==> config.mk <==
export PLATFORM = sky130hd
export DESIGN_NAME = router_port_sink
export DESIGN_NICKNAME = d
export VERILOG_FILES = /design/src/rtl/router_pkg.sv /design/src/rtl/router_sink_timer.sv /design/src/rtl/router_port_sink.sv
export SDC_FILE = /design/constraint.sdc
export NUM_CORES = 1
export LEC_CHECK = 0
export BUFFER_PORTS_ARGS = -buffer_cell sky130_fd_sc_hd__buf_2
export CAP_MARGIN = 20
export CORE_ASPECT_RATIO = 0.75
export CORE_MARGIN = 3
export CORE_UTILIZATION = 60
export DETAILED_ROUTE_END_ITERATION = 8
export PLACE_DENSITY = 0.81
export RECOVER_POWER = 100
export SLEW_MARGIN = 20
export SYNTH_ARGS = -nofsm -noshare
export SYNTH_HDL_FRONTEND = slang
export SYNTH_SLANG_ARGS = --single-unit
==> constraint.sdc <==
create_clock -name clk -period 4.5 [get_ports clk]
set_input_delay 0.225 -clock clk [delete_from_list [all_inputs] [get_ports clk]]
set_output_delay 0.225 -clock clk [all_outputs]
set_load 0.005 [all_outputs]
==> src/rtl/router_pkg.sv <==
// Shared widths, header field positions, FSM encoding and helpers for the
// router output-port packet sink.
package router_pkg;
  localparam int ADDR_W = 2;
  localparam int LEN_W  = 6;
  localparam int DATA_W = 8;
  localparam int TMR_W  = 8;

  localparam int HDR_LEN_MSB  = 7;
  localparam int HDR_LEN_LSB  = 2;
  localparam int HDR_ADDR_MSB = 1;
  localparam int HDR_ADDR_LSB = 0;

  localparam logic [1:0] ST_IDLE_ENC = 2'd0;
  localparam logic [1:0] ST_HDR_ENC  = 2'd1;
  localparam logic [1:0] ST_BODY_ENC = 2'd2;
  localparam logic [1:0] ST_DONE_ENC = 2'd3;

  typedef enum logic [1:0] {
    ST_IDLE = ST_IDLE_ENC,
    ST_HDR  = ST_HDR_ENC,
    ST_BODY = ST_BODY_ENC,
    ST_DONE = ST_DONE_ENC
  } state_t;

  function automatic logic [LEN_W-1:0] hdr_len(input logic [DATA_W-1:0] hdr);
    return hdr[HDR_LEN_MSB:HDR_LEN_LSB];
  endfunction

  function automatic logic [ADDR_W-1:0] hdr_addr(input logic [DATA_W-1:0] hdr);
    return hdr[HDR_ADDR_MSB:HDR_ADDR_LSB];
  endfunction
endpackage

==> src/rtl/router_sink_timer.sv <==
// Mid-packet stall counter: expire_o is high during the TIMEOUT-th consecutive
// stalled cycle; the count restarts on clear or on expiry.
module router_sink_timer
  import router_pkg::*;
#(
  parameter int TIMEOUT = 16
) (
  input  logic clk,
  input  logic rst,
  input  logic clr_i,
  input  logic inc_i,
  output logic expire_o
);
  logic [TMR_W-1:0] cnt_q;
  logic [TMR_W-1:0] cnt_d;

  // Expiry fires on the stalled cycle that completes the budget.
  always_comb begin
    expire_o = inc_i & ~clr_i & (cnt_q == TMR_W'(TIMEOUT - 1));
    if (clr_i || expire_o) begin
      cnt_d = {TMR_W{1'b0}};
    end else if (inc_i) begin
      cnt_d = cnt_q + 8'd1;
    end else begin
      cnt_d = cnt_q;
    end
  end

  // Stall count register.
  always_ff @(posedge clk or posedge rst) begin
    if (rst) begin
      cnt_q <= {TMR_W{1'b0}};
    end else begin
      cnt_q <= cnt_d;
    end
  end
endmodule

==> src/rtl/router_port_sink.sv <==
// Consumer side of one router output-port FIFO: pops a whole packet, streams
// its payload, and reports length, address, parity, address and timeout status.
module router_port_sink
  import router_pkg::*;
#(
  parameter logic [ADDR_W-1:0] PORT_ADDR = 2'd0,
  parameter int                TIMEOUT   = 16
) (
  input  logic              clk,
  input  logic              rst,
  input  logic              vld_out,
  input  logic [DATA_W-1:0] d_out,
  input  logic              sink_en,
  output logic              rd_en,
  output logic              byte_vld,
  output logic [DATA_W-1:0] byte_data,
  output logic              pkt_done,
  output logic [LEN_W-1:0]  pkt_len,
  output logic [ADDR_W-1:0] pkt_addr,
  output logic              parity_err,
  output logic              addr_err,
  output logic              trunc_err
);
  state_t              state_q, state_d;
  logic [LEN_W:0]      rem_q, rem_d;
  logic [LEN_W:0]      ret_q, ret_d;
  logic [LEN_W-1:0]    len_q, len_d;
  logic [ADDR_W-1:0]   addr_q, addr_d;
  logic [DATA_W-1:0]   acc_q, acc_d;
  logic                pend_q, pend_d;
  logic                byte_vld_q, byte_vld_d;
  logic [DATA_W-1:0]   byte_data_q, byte_data_d;
  logic                pkt_done_q, pkt_done_d;
  logic [LEN_W-1:0]    pkt_len_q, pkt_len_d;
  logic [ADDR_W-1:0]   pkt_addr_q, pkt_addr_d;
  logic                parity_err_q, parity_err_d;
  logic                addr_err_q, addr_err_d;
  logic                trunc_err_q, trunc_err_d;
  logic                rd_en_s;
  logic                tmr_clr_s;
  logic                tmr_inc_s;
  logic                tmr_expire_s;

  router_sink_timer #(.TIMEOUT(TIMEOUT)) u_timer (
    .clk      (clk),
    .rst      (rst),
    .clr_i    (tmr_clr_s),
    .inc_i    (tmr_inc_s),
    .expire_o (tmr_expire_s)
  );

  // pend_q marks that d_out carries the byte popped in the previous cycle.
  always_comb begin
    state_d      = state_q;
    rem_d        = rem_q;
    ret_d        = ret_q;
    len_d        = len_q;
    addr_d       = addr_q;
    acc_d        = acc_q;
    pend_d       = 1'b0;
    byte_vld_d   = 1'b0;
    byte_data_d  = byte_data_q;
    pkt_done_d   = 1'b0;
    pkt_len_d    = pkt_len_q;
    pkt_addr_d   = pkt_addr_q;
    parity_err_d = parity_err_q;
    addr_err_d   = addr_err_q;
    trunc_err_d  = 1'b0;
    rd_en_s      = 1'b0;
    tmr_clr_s    = 1'b1;
    tmr_inc_s    = 1'b0;
    case (state_q)
      ST_IDLE: begin
        rd_en_s = vld_out & sink_en & ~rst;
        if (rd_en_s) begin
          state_d = ST_HDR;
        end else begin
          state_d = ST_IDLE;
        end
      end
      ST_HDR: begin
        len_d   = hdr_len(d_out);
        addr_d  = hdr_addr(d_out);
        rem_d   = {1'b0, hdr_len(d_out)} + 7'd1;
        ret_d   = 7'd0;
        acc_d   = d_out;
        state_d = ST_BODY;
      end
      ST_BODY: begin
        rd_en_s   = vld_out & sink_en & (rem_q != 7'd0);
        tmr_inc_s = sink_en & ~vld_out & (rem_q != 7'd0);
        tmr_clr_s = rd_en_s | ~sink_en;
        if (rd_en_s) begin
          rem_d  = rem_q - 7'd1;
          pend_d = 1'b1;
        end else begin
          rem_d  = rem_q;
          pend_d = 1'b0;
        end
        if (pend_q) begin
          acc_d = acc_q ^ d_out;
          ret_d = ret_q + 7'd1;
          // The byte after the L payload bytes is the parity byte.
          if (ret_q == {1'b0, len_q}) begin
            pkt_done_d   = 1'b1;
            pkt_len_d    = len_q;
            pkt_addr_d   = addr_q;
            parity_err_d = ((acc_q ^ d_out) != 8'd0);
            addr_err_d   = (addr_q != PORT_ADDR);
            state_d      = ST_DONE;
          end else begin
            byte_vld_d  = 1'b1;
            byte_data_d = d_out;
            state_d     = ST_BODY;
          end
        end else if (tmr_expire_s) begin
          trunc_err_d = 1'b1;
          state_d     = ST_IDLE;
        end else begin
          state_d = ST_BODY;
        end
      end
      ST_DONE: begin
        state_d = ST_IDLE;
      end
      default: begin
        state_d = ST_IDLE;
      end
    endcase
  end

  // State, packet context and registered outputs.
  always_ff @(posedge clk or posedge rst) begin
    if (rst) begin
      state_q      <= ST_IDLE;
      rem_q        <= 7'd0;
      ret_q        <= 7'd0;
      len_q        <= 6'd0;
      addr_q       <= 2'd0;
      acc_q        <= 8'd0;
      pend_q       <= 1'b0;
      byte_vld_q   <= 1'b0;
      byte_data_q  <= 8'd0;
      pkt_done_q   <= 1'b0;
      pkt_len_q    <= 6'd0;
      pkt_addr_q   <= 2'd0;
      parity_err_q <= 1'b0;
      addr_err_q   <= 1'b0;
      trunc_err_q  <= 1'b0;
    end else begin
      state_q      <= state_d;
      rem_q        <= rem_d;
      ret_q        <= ret_d;
      len_q        <= len_d;
      addr_q       <= addr_d;
      acc_q        <= acc_d;
      pend_q       <= pend_d;
      byte_vld_q   <= byte_vld_d;
      byte_data_q  <= byte_data_d;
      pkt_done_q   <= pkt_done_d;
      pkt_len_q    <= pkt_len_d;
      pkt_addr_q   <= pkt_addr_d;
      parity_err_q <= parity_err_d;
      addr_err_q   <= addr_err_d;
      trunc_err_q  <= trunc_err_d;
    end
  end

  assign rd_en      = rd_en_s;
  assign byte_vld   = byte_vld_q;
  assign byte_data  = byte_data_q;
  assign pkt_done   = pkt_done_q;
  assign pkt_len    = pkt_len_q;
  assign pkt_addr   = pkt_addr_q;
  assign parity_err = parity_err_q;
  assign addr_err   = addr_err_q;
  assign trunc_err  = trunc_err_q;
endmodule

==> run_results.csv <==
group,metric,value,unit
run_status,status,"complete, no violations",
finish,nets,361,
placed_design,port_buffers,33,
critical_path,slowest_delay,1.11,ns
floorplanning,fp.dieH,68.09,um
finish,multi_input_area,0.001386,mm2
critical_path,path_delay_family,"simple AND/OR/NAND/NOR gates",
power_and_ir_drop,vdd_ir_drop_max,0.2844,mV
clock_tree,cts-root-buf,"clkbuf_8",
critical_path,crit_chain,"inv_1, ha_1, or3b_1, nor4_1, o21ai_2, o21ai_0, a31oi_1",
synth,syn_area_per_cell,9.729,um2
sta,timing.final.crit_share,68.04,%
worst_hold_path,holdCritPathClass,"in -> reg",
sta,tightest_slew,1.445,ns
finish,drive_gt1_share,15.43,%
routing,drt_iter0_drc,235,
floorplanning,die_area,0.006045,mm2
placed_design,dpl.hpwl,4450,um
floorplanning,die_x,88.79,um
sta,rsz0062_at_grt,"no",
sta,fmax,326.6,MHz
synth,async_flop_share,100.0,%
critical_path,cp.buffers_inverters,1,
finish,register_area,0.001551,mm2
synth,synth_xor_area_share,5.396,%
critical_path,required,4.69,ns
clock_tree,clkLatencyLatePin,0.34,ns
global_route,grt_start_max_net_pins,47,
critical_path,cp-start-kind,"register",
synth,synthAdderAreaFrac,1.623,%
clock_tree,htree_levels,3,
clock_tree,clk_pin_slew,0.07,ns
floorplanning,core,0.004703,mm2
critical_path,endpoint_kind,"register",
synth,ys.flop_type,"dfrtp_1",
synth,yosysWarnings,0,
global_route,antenna_found_initial,0,
synth,muxShareOfSynthArea,7.343,%
clock_tree,clock_path_buffers,2,
routing,vias,2414,
synth,netlist_area,0.003084,mm2
sta,finalSetupTns,0,ns
synth,synth_top_family_by_area,"simple AND/OR/NAND/NOR gates",
routing,antenna_left,0,
synth,syn-num-nets,333,
run,cap_violations,0,
routing,firstDrtPassIters,4,
routing,wl,6301,um
synth,synthCells,317,
sta,slew_violations,0,
placed_design,place.gp.congestion,0.8388,
critical_path,crit_arrival,3.26,ns
sta,finalSetupViolCount,0,
synth,synth_top_area_share,50.30,%
clock_tree,clock_sinks,62,
critical_path,cp_slowest_cell,"nor4_1",
synth,synthDistinctLibCells,45,
clock_tree,numCtsBuffers,9,
floorplanning,num_rows,21,
power_and_ir_drop,power.total,1760,uW
floorplanning,initial_core_util,65.58,%
critical_path,path_class,"reg -> reg",
synth,ys_top_cells_by_area,"dfrtp_1, nand2_1, mux2_2, xor2_1, a21oi_1",
synth,synth.most_common_cell,"dfrtp_1",
synth,yosysSeqAreaShare,50.30,%
critical_path,cp_max_fo,13,
synth,ys_seq_elements,62,
finish,fillCellCount,389,
synth,yosys-top-cells-count,"dfrtp_1, nand2_1, a21oi_1, nand3_1, o21ai_0",
routing,avgRoutedWirePerCell,15.48,um
synth,synth_compound_area_share,11.81,%
power_and_ir_drop,p_leak,0.001586,uW
routing,drt-vias-per-instance,5.931,
clock_tree,cts_tree,"built",
finish,syn_to_final_growth,10.26,%
power_and_ir_drop,pwr_density_cell,517.6,mW/mm2
global_route,grt_pass1_wl,10290,um
global_route,grt_overflow,0,
sta,clock_skew,0.004949,ns
clock_tree,cts_resized,0,
global_route,track_usage,23.47,%
synth,synthSimpleGateAreaFrac,19.96,%
sta,hold_violations,0,
finish,num_antenna_cells,0,
sta,timing.hold.ws,0.1858,ns
global_route,grt_pass1_vias,2158,
synth,synth_top_cell_by_area,"dfrtp_1",
sta,fin_crit,3.062,ns
sta,max-slew-margin-rel,2.769,%
routing,drc_errors,0,
synth,synth-edff-count,0,
floorplanning,ios,34,
==> through the flow <==
stage	std cells	instance area [um2]	util, %	setup slack, ns
floorplan	317	3084	-	2.415
global placement	390	3244	68.98	2.129
detailed placement	390	3244	68.98	2.013
CTS	407	3456	73.48	1.941
global route	407	3401	72.31	1.164
finish	407	3401	72.31	1.438
==> final timing paths <==
check                                   end     start  cells after the start  slack [ns]
hold / removal                       pend_q   sink_en                      3        0.19
setup reg to reg                   rem_q[0]  rem_q[0]                      7        1.44
min in group asynchronous  u_timer.cnt_q[0]       rst                      3        0.57
max in group asynchronous        pkt_len[1]       rst                      4        2.93
setup / recovery                   rem_q[0]  rem_q[0]                      7        1.44
hold reg to reg                    ret_q[6]  ret_q[6]                      1        0.48
==> state kept, by name, summed over array words and instances (netlist names), 2 cells and up <==
| name | flops |
|---|---|
| len_q | 6 |
| rem_q | 7 |
| pkt_len | 6 |
| byte_data | 8 |
| pkt_addr | 2 |
| addr_q | 2 |
| ret_q | 7 |
| u_timer.cnt_q | 8 |
| state_q | 2 |
| acc_q | 8 |
==> where the power goes <==
group          internal (uW)  total [uW]  switching [uW]
Combinational            191         422             231
Sequential               702         846             144
Clock                    286         492             207
Total                   1180        1760             582
==> layout make-up <==
| class | count | area share, % |
|---|---|---|
| Clock inverter | 3 | 1.251 |
| Inverter | 7 | 0.7726 |
| Tap cell | 57 | 2.097 |
| Clock buffer | 13 | 4.673 |
| Multi-Input combinational cell | 230 | 40.77 |
| Sequential cell | 62 | 45.62 |
| Timing Repair Buffer | 35 | 4.820 |
==> cell usage in the layout, fill, tap and decap left out, types with 6 or more instances in the layout <==
cell type,instances
xor2_1,15
clkbuf_1,17
o21ai_0,20
nand2_1,53
a21oi_1,26
nor2_1,16
buf_2,17
clkbuf_8,11
dfrtp_1,62
mux2_2,16
inv_1,7
nor3_1,6
nand3_1,21
==> tightest hold or removal path: stages <==
cell     delay, ns
buf_2         0.12
nand3_1       0.10
nor2_1        0.05
==> metal layers <==
metal	vias to the layer above	track usage, %	wire length (um)	part of all wire, %
met1	1173	32.97	3039	48
met4	0	8.679	48	0.76
met3	5	7.461	374	5.9
li1	1172	-	-	-
met2	64	34.17	2839	45
met5	-	0	0	0
==> cell families (layout without fill, tap and decap cells) <==
family          after synthesis  count (layout)
compound gates               64              64
buf+inv                      25              58
mux                          20              20
flops                        62              62
xor+xnor                     19              19
simple gates                123             123
fa+ha+maj                     4               4
==> what timing repair did <==
item,CTS,global route
buffers inserted,0,0
hold buffers,1,0
endpoints found under the hold margin,16,0
setup endpoints to repair,0,0
Power figures use the tool's default switching activity.
